File: src/rtl/alu_pkg.sv
// Shared ALU definitions: opcode codes and status-flag bit positions.
// Imported by the result buffer and any later stage that decodes flags.
package alu_pkg;

  localparam logic [3:0] OP_MUL  = 4'd0;
  localparam logic [3:0] OP_ADD  = 4'd1;
  localparam logic [3:0] OP_SUB  = 4'd2;
  localparam logic [3:0] OP_NAND = 4'd14;
  localparam logic [3:0] OP_BAD  = 4'd15;

  localparam int FLG_ZERO  = 0;
  localparam int FLG_CARRY = 1;
  localparam int FLG_NEG   = 2;
  localparam int FLG_BAD   = 3;

  typedef logic [3:0] flags_t;

endpackage

File: src/rtl/alu_flag_gen.sv
// Status flags for one ALU result, derived from its opcode and value.
// Purely combinational so later stages can reuse it.
module alu_flag_gen
  import alu_pkg::*;
#(
  parameter int DATA_W = 16,
  parameter int SEL_W  = 4
) (
  input  logic [SEL_W-1:0]  sel,
  input  logic [DATA_W-1:0] fout,
  output flags_t            flags
);

  logic is_mul;
  logic has_carry;

  always_comb begin
    is_mul    = (sel == OP_MUL);
    has_carry = (sel == OP_ADD) || (sel == OP_SUB);
    flags            = '0;
    flags[FLG_ZERO]  = (fout == '0);
    flags[FLG_CARRY] = has_carry ? fout[8] : 1'b0;
    // multiply yields a full 16-bit product, others an 8-bit result
    flags[FLG_NEG]   = is_mul ? fout[15] : fout[7];
    flags[FLG_BAD]   = (sel == OP_BAD);
  end

endmodule

File: src/rtl/alu_result_buffer.sv
// Registers ALU results with their flags in a small FIFO and hands
// them to a consumer over valid/ready.
module alu_result_buffer
  import alu_pkg::*;
#(
  parameter int DEPTH  = 4,
  parameter int DATA_W = 16,
  parameter int SEL_W  = 4
) (
  input  logic                     clk,
  input  logic                     rst_n,
  input  logic                     in_valid,
  output logic                     in_ready,
  input  logic [SEL_W-1:0]         in_sel,
  input  logic [DATA_W-1:0]        in_fout,
  output logic                     out_valid,
  input  logic                     out_ready,
  output logic [SEL_W-1:0]         out_sel,
  output logic [DATA_W-1:0]        out_data,
  output logic [3:0]               out_flags,
  output logic [$clog2(DEPTH):0]   level,
  output logic                     err_op
);

  localparam int PW = $clog2(DEPTH);
  localparam int LW = PW + 1;

  logic [PW-1:0]     wr_ptr_q, wr_ptr_d;
  logic [PW-1:0]     rd_ptr_q, rd_ptr_d;
  logic [LW-1:0]     level_q, level_d;
  logic              err_q, err_d;

  logic [DATA_W-1:0] data_q [DEPTH];
  logic [DATA_W-1:0] data_d [DEPTH];
  logic [SEL_W-1:0]  sel_q  [DEPTH];
  logic [SEL_W-1:0]  sel_d  [DEPTH];
  flags_t            flg_q  [DEPTH];
  flags_t            flg_d  [DEPTH];

  flags_t in_flags;
  logic   push;
  logic   pop;

  alu_flag_gen #(
    .DATA_W(DATA_W),
    .SEL_W (SEL_W)
  ) u_flag_gen (
    .sel  (in_sel),
    .fout (in_fout),
    .flags(in_flags)
  );

  // ready comes from registered occupancy only, so a full
  // buffer refuses a push even when the head is popped
  assign in_ready  = (level_q != LW'(DEPTH));
  assign out_valid = (level_q != '0);
  assign push      = in_valid & in_ready;
  assign pop       = out_valid & out_ready;

  always_comb begin
    wr_ptr_d = wr_ptr_q;
    rd_ptr_d = rd_ptr_q;
    level_d  = level_q;
    err_d    = err_q;
    data_d   = data_q;
    sel_d    = sel_q;
    flg_d    = flg_q;
    if (push) begin
      data_d[wr_ptr_q] = in_fout;
      sel_d[wr_ptr_q]  = in_sel;
      flg_d[wr_ptr_q]  = in_flags;
      wr_ptr_d         = wr_ptr_q + PW'(1);
      err_d            = err_q | in_flags[FLG_BAD];
    end
    if (pop) begin
      rd_ptr_d = rd_ptr_q + PW'(1);
    end
    if (push && !pop) begin
      level_d = level_q + LW'(1);
    end else if (pop && !push) begin
      level_d = level_q - LW'(1);
    end
  end

  always_ff @(posedge clk) begin
    if (!rst_n) begin
      wr_ptr_q <= '0;
      rd_ptr_q <= '0;
      level_q  <= '0;
      err_q    <= 1'b0;
    end else begin
      wr_ptr_q <= wr_ptr_d;
      rd_ptr_q <= rd_ptr_d;
      level_q  <= level_d;
      err_q    <= err_d;
    end
  end

  // storage survives reset; emptiness is carried by level_q
  always_ff @(posedge clk) begin
    data_q <= data_d;
    sel_q  <= sel_d;
    flg_q  <= flg_d;
  end

  always_comb begin
    out_data  = '0;
    out_sel   = '0;
    out_flags = '0;
    if (out_valid) begin
      out_data  = data_q[rd_ptr_q];
      out_sel   = sel_q[rd_ptr_q];
      out_flags = flg_q[rd_ptr_q];
    end
  end

  assign level  = level_q;
  assign err_op = err_q;

endmodule

File: config.mk
export PLATFORM = sky130hd
export DESIGN_NAME = alu_result_buffer
export DESIGN_NICKNAME = d
export VERILOG_FILES = /design/src/rtl/alu_pkg.sv /design/src/rtl/alu_flag_gen.sv /design/src/rtl/alu_result_buffer.sv
export SDC_FILE = /design/constraint.sdc
export NUM_CORES = 1
export LEC_CHECK = 0
export BUFFER_PORTS_ARGS = -buffer_cell sky130_fd_sc_hd__buf_4
export CELL_PAD_IN_SITES_DETAIL_PLACEMENT = 0
export CELL_PAD_IN_SITES_GLOBAL_PLACEMENT = 2
export CORE_MARGIN = 8
export CORE_UTILIZATION = 25
export CTS_CLUSTER_SIZE = 28
export DETAILED_ROUTE_END_ITERATION = 7
export HOLD_SLACK_MARGIN = 0.02
export PLACE_DENSITY_LB_ADDON = 0.1
export SYNTH_ARGS = -nofsm -noshare
export SYNTH_HDL_FRONTEND = slang
export SYNTH_HIERARCHICAL = 1
export SYNTH_SLANG_ARGS = --single-unit
File: constraint.sdc
create_clock -name clk -period 6.3 [get_ports clk]
set_clock_uncertainty 0.05 [all_clocks]
set_input_delay 0.945 -clock clk [delete_from_list [all_inputs] [get_ports clk]]
set_output_delay 0.945 -clock clk [all_outputs]
set_load 0.01 [all_outputs]
==> run metrics <==
outcome finished clean; post-synthesis sequential area ratio 72.06%; EDFF count, synth 96; die area 21,310 µm²; warning count from the yosys run 6; Crit. End Element output port; Synth cell types 33; Reg-to-Reg Start level[0]; Main synth FF type edfxtp_1; Worst Hold Class flop to flop; FFs w/ async S/R, synth 0%; switching pwr 628.5 µW; Mapped Cells 213; clock latency on the worst-skew pair 0.34 ns; Netlist Area Pre-Place 4223 µm²; CTS tree built; Reg2Reg Setup Slack 3.85 ns; Seq cells post-synth 104; vias in the first global route 2,261; Final Critical Period 3.315 ns; Clock Power Share 26.8%; initial antenna violation count 0; max-cap viol count 0; Leakage 1.759 nW; CP Launch Point rd_ptr_q[0]; final design utilization 31.22%; crit path max-delay cell type dfxtp_2; worst ir drop on vdd 168.0 µV; Worst-path clk slew 0.07 ns; post-CTS sizing 0; Setup Crit Path Kind flop to output port; commonest cells after routing, fill and taps aside 96 x edfxtp_1, 54 x buf_4, 24 x mux4_2, 10 x and2b_2; element type at the critical path start flop; diodes inserted 0; PortBufs 53; WL/cell 18.84 µm; Antenna Nets Post-Route 0; H-tree depth 3; Reg-to-Reg End level[2]; GR Overflow Total 0; initial core utilization 25.55%; syn nets 243; number of buffers created by CTS 9; PD cells 425.3 nW/µm²; Layout area overhead 22.16%; Final Cycle Share 52.62%; Slew Limit Fails 0; cell-internal power 1.565 mW; Multi-input gate area 1104 µm²; setup tns final 0 ns; DR vias 2,046; most common cell after layout, fill and taps aside edfxtp_1; drt pass-1 iters 4; Top delay family on crit path flip-flops; critical path endpoint out_data[7]; CP cell instances mux4_2 -> and2b_2 -> buf_4; post-CTS setup buffer count 0; Ports 54; CP Max Fanout 26; deepest clock path buffer count 2; Worst Path Arrival 2.32 ns; Die Y-Extent 146.0 µm; drt initial violations 61; Remaining DRCs 0; Sequential Power Share 42.3%; PnR worst setup slack 2.985 ns; core area 16,520 µm²; number of cells on the worst reg-to-reg path 8; Register Area 3045 µm²; Sw Share 28.65%; CTS Root Cell clkbuf_16; Worst Path Required 5.30 ns; layout cells sized above 1 42.65%; Die X 146.0 µm; Clock Sinks 104; routed vias/inst 4.159; Syn Area/Cell 19.83 µm²; final setup fails 0; Max Freq 301.6 MHz; largest net degree at the start of global routing 28; WL final 9267 µm; WP depth 3; pre-CTS WS 3.275 ns; HPWL after DPL 5803 µm; Comb power frac 30.9%; max incr delay on CP 0.99 ns; Worst-Margin Slew 0.9977 ns; Final nets 297; # fillers 1,607; Rows 47; RePlAce Congestion 0.6586; final hold viol count 0; cts hold-fix bufs 0; first-pass GRT wire length 14,310 µm; normalized max-slew margin 33.49%; CP Buf/Inv Count 1; RSZ-0062 raised after global routing false; aggregate global-route resource usage 9.150%
[worst min path at each step]
stage                              to  slack (ns)  depth (start not counted)         from
after global routing           err_op        0.47                          1       err_op
final                          err_op        0.43                          1       err_op
after global placement         err_op        0.42                          1       err_op
after floorplan           wr_ptr_q[1]        0.42                          2  wr_ptr_q[1]
after CTS                      err_op        0.43                          1       err_op
after detailed placement       err_op        0.42                          1       err_op
[cell families (layout without fill, tap and decap cells)]
kind of cell / after synthesis / in the layout / share of synthesized area [%]
DFF: 104 / 104 / 72.06
and+or+nand+nor: 50 / 50 / 8.385
muxes: 28 / 28 / 13.78
buffers and inverters: 15 / 74 / 2.044
adders and majority gates: 6 / 6 / 1.956
AOI/OAI and AO/OA: 6 / 6 / 0.9482
xor gates and xnor gates: 4 / 4 / 0.8298
[worst register-to-register path: cells and delay by family, from the launching register on]
kind | cells | cell delay [ns]
fa+ha+maj | 2 | 0.54
flops | 1 | 0.50
simple gates | 3 | 0.88
xor+xnor | 1 | 0.18
buf+inv | 1 | 0.06
compound gates | 1 | 0.17
[registers in the layout, summed over array words and instances, names as in the netlist]
register,cells
err_op,1
level,3
sel_q,16
wr_ptr_q,2
flg_q,16
rd_ptr_q,2
data_q,64
[area by class of cell]
cell class / instances / area share (%)
timing repair buffer: 54 / 7.858
sequential: 104 / 59.03
tap: 220 / 5.336
multi-input combinational: 94 / 21.39
inverter: 4 / 0.2911
clock inverter: 6 / 1.649
clock buffer: 10 / 4.439
[power groups by stage]
stage	clock [mW]	combinational [mW]	sequential, mW
detailed placement	0	0.708	0.949
CTS	0.607	0.710	0.934
global route	0.627	0.749	0.945
floorplan	0	0.454	0.881
global placement	0	0.704	0.948
finish	0.589	0.678	0.927
[cells in the mapped netlist (2+ instances only)]
master	count	area, µm²
a21boi_0	2	15.01
and2_1	2	12.51
and2b_1	6	45.04
and2b_2	10	87.58
and3_1	5	31.28
buf_2	3	15.01
buf_6	3	33.78
clkbuf_1	4	15.01
dfxtp_1	8	160.2
edfxtp_1	96	2883
ha_1	5	62.56
inv_1	4	15.01
mux2i_1	3	30.03
mux4_2	24	540.5
nand2_1	5	18.77
nor2b_1	9	56.30
nor4_1	4	25.02
o21ai_0	2	10.01
or3_2	2	15.01
xnor2_1	3	26.28
[stage by stage]
stage          instance area, µm²  cells  hold WS, ns  total power [mW]
2_1_floorplan                4223    213       0.4177             1.336
3_3_place_gp                 4845    476       0.4164             1.652
3_5_place_dp                 4845    476       0.4178             1.657
4_1_cts                      5159    492       0.4344             2.252
5_1_grt                      5159    492       0.4724             2.321
6_report                     5159    492       0.4255             2.194
[per-layer routing]
layer,GRT usage [%],share of wire [%]
met5,0,0
met4,2.655,1.1
met3,3.203,3.9
met2,15.42,51
met1,10.79,44
(Power assumes the default switching activity.)
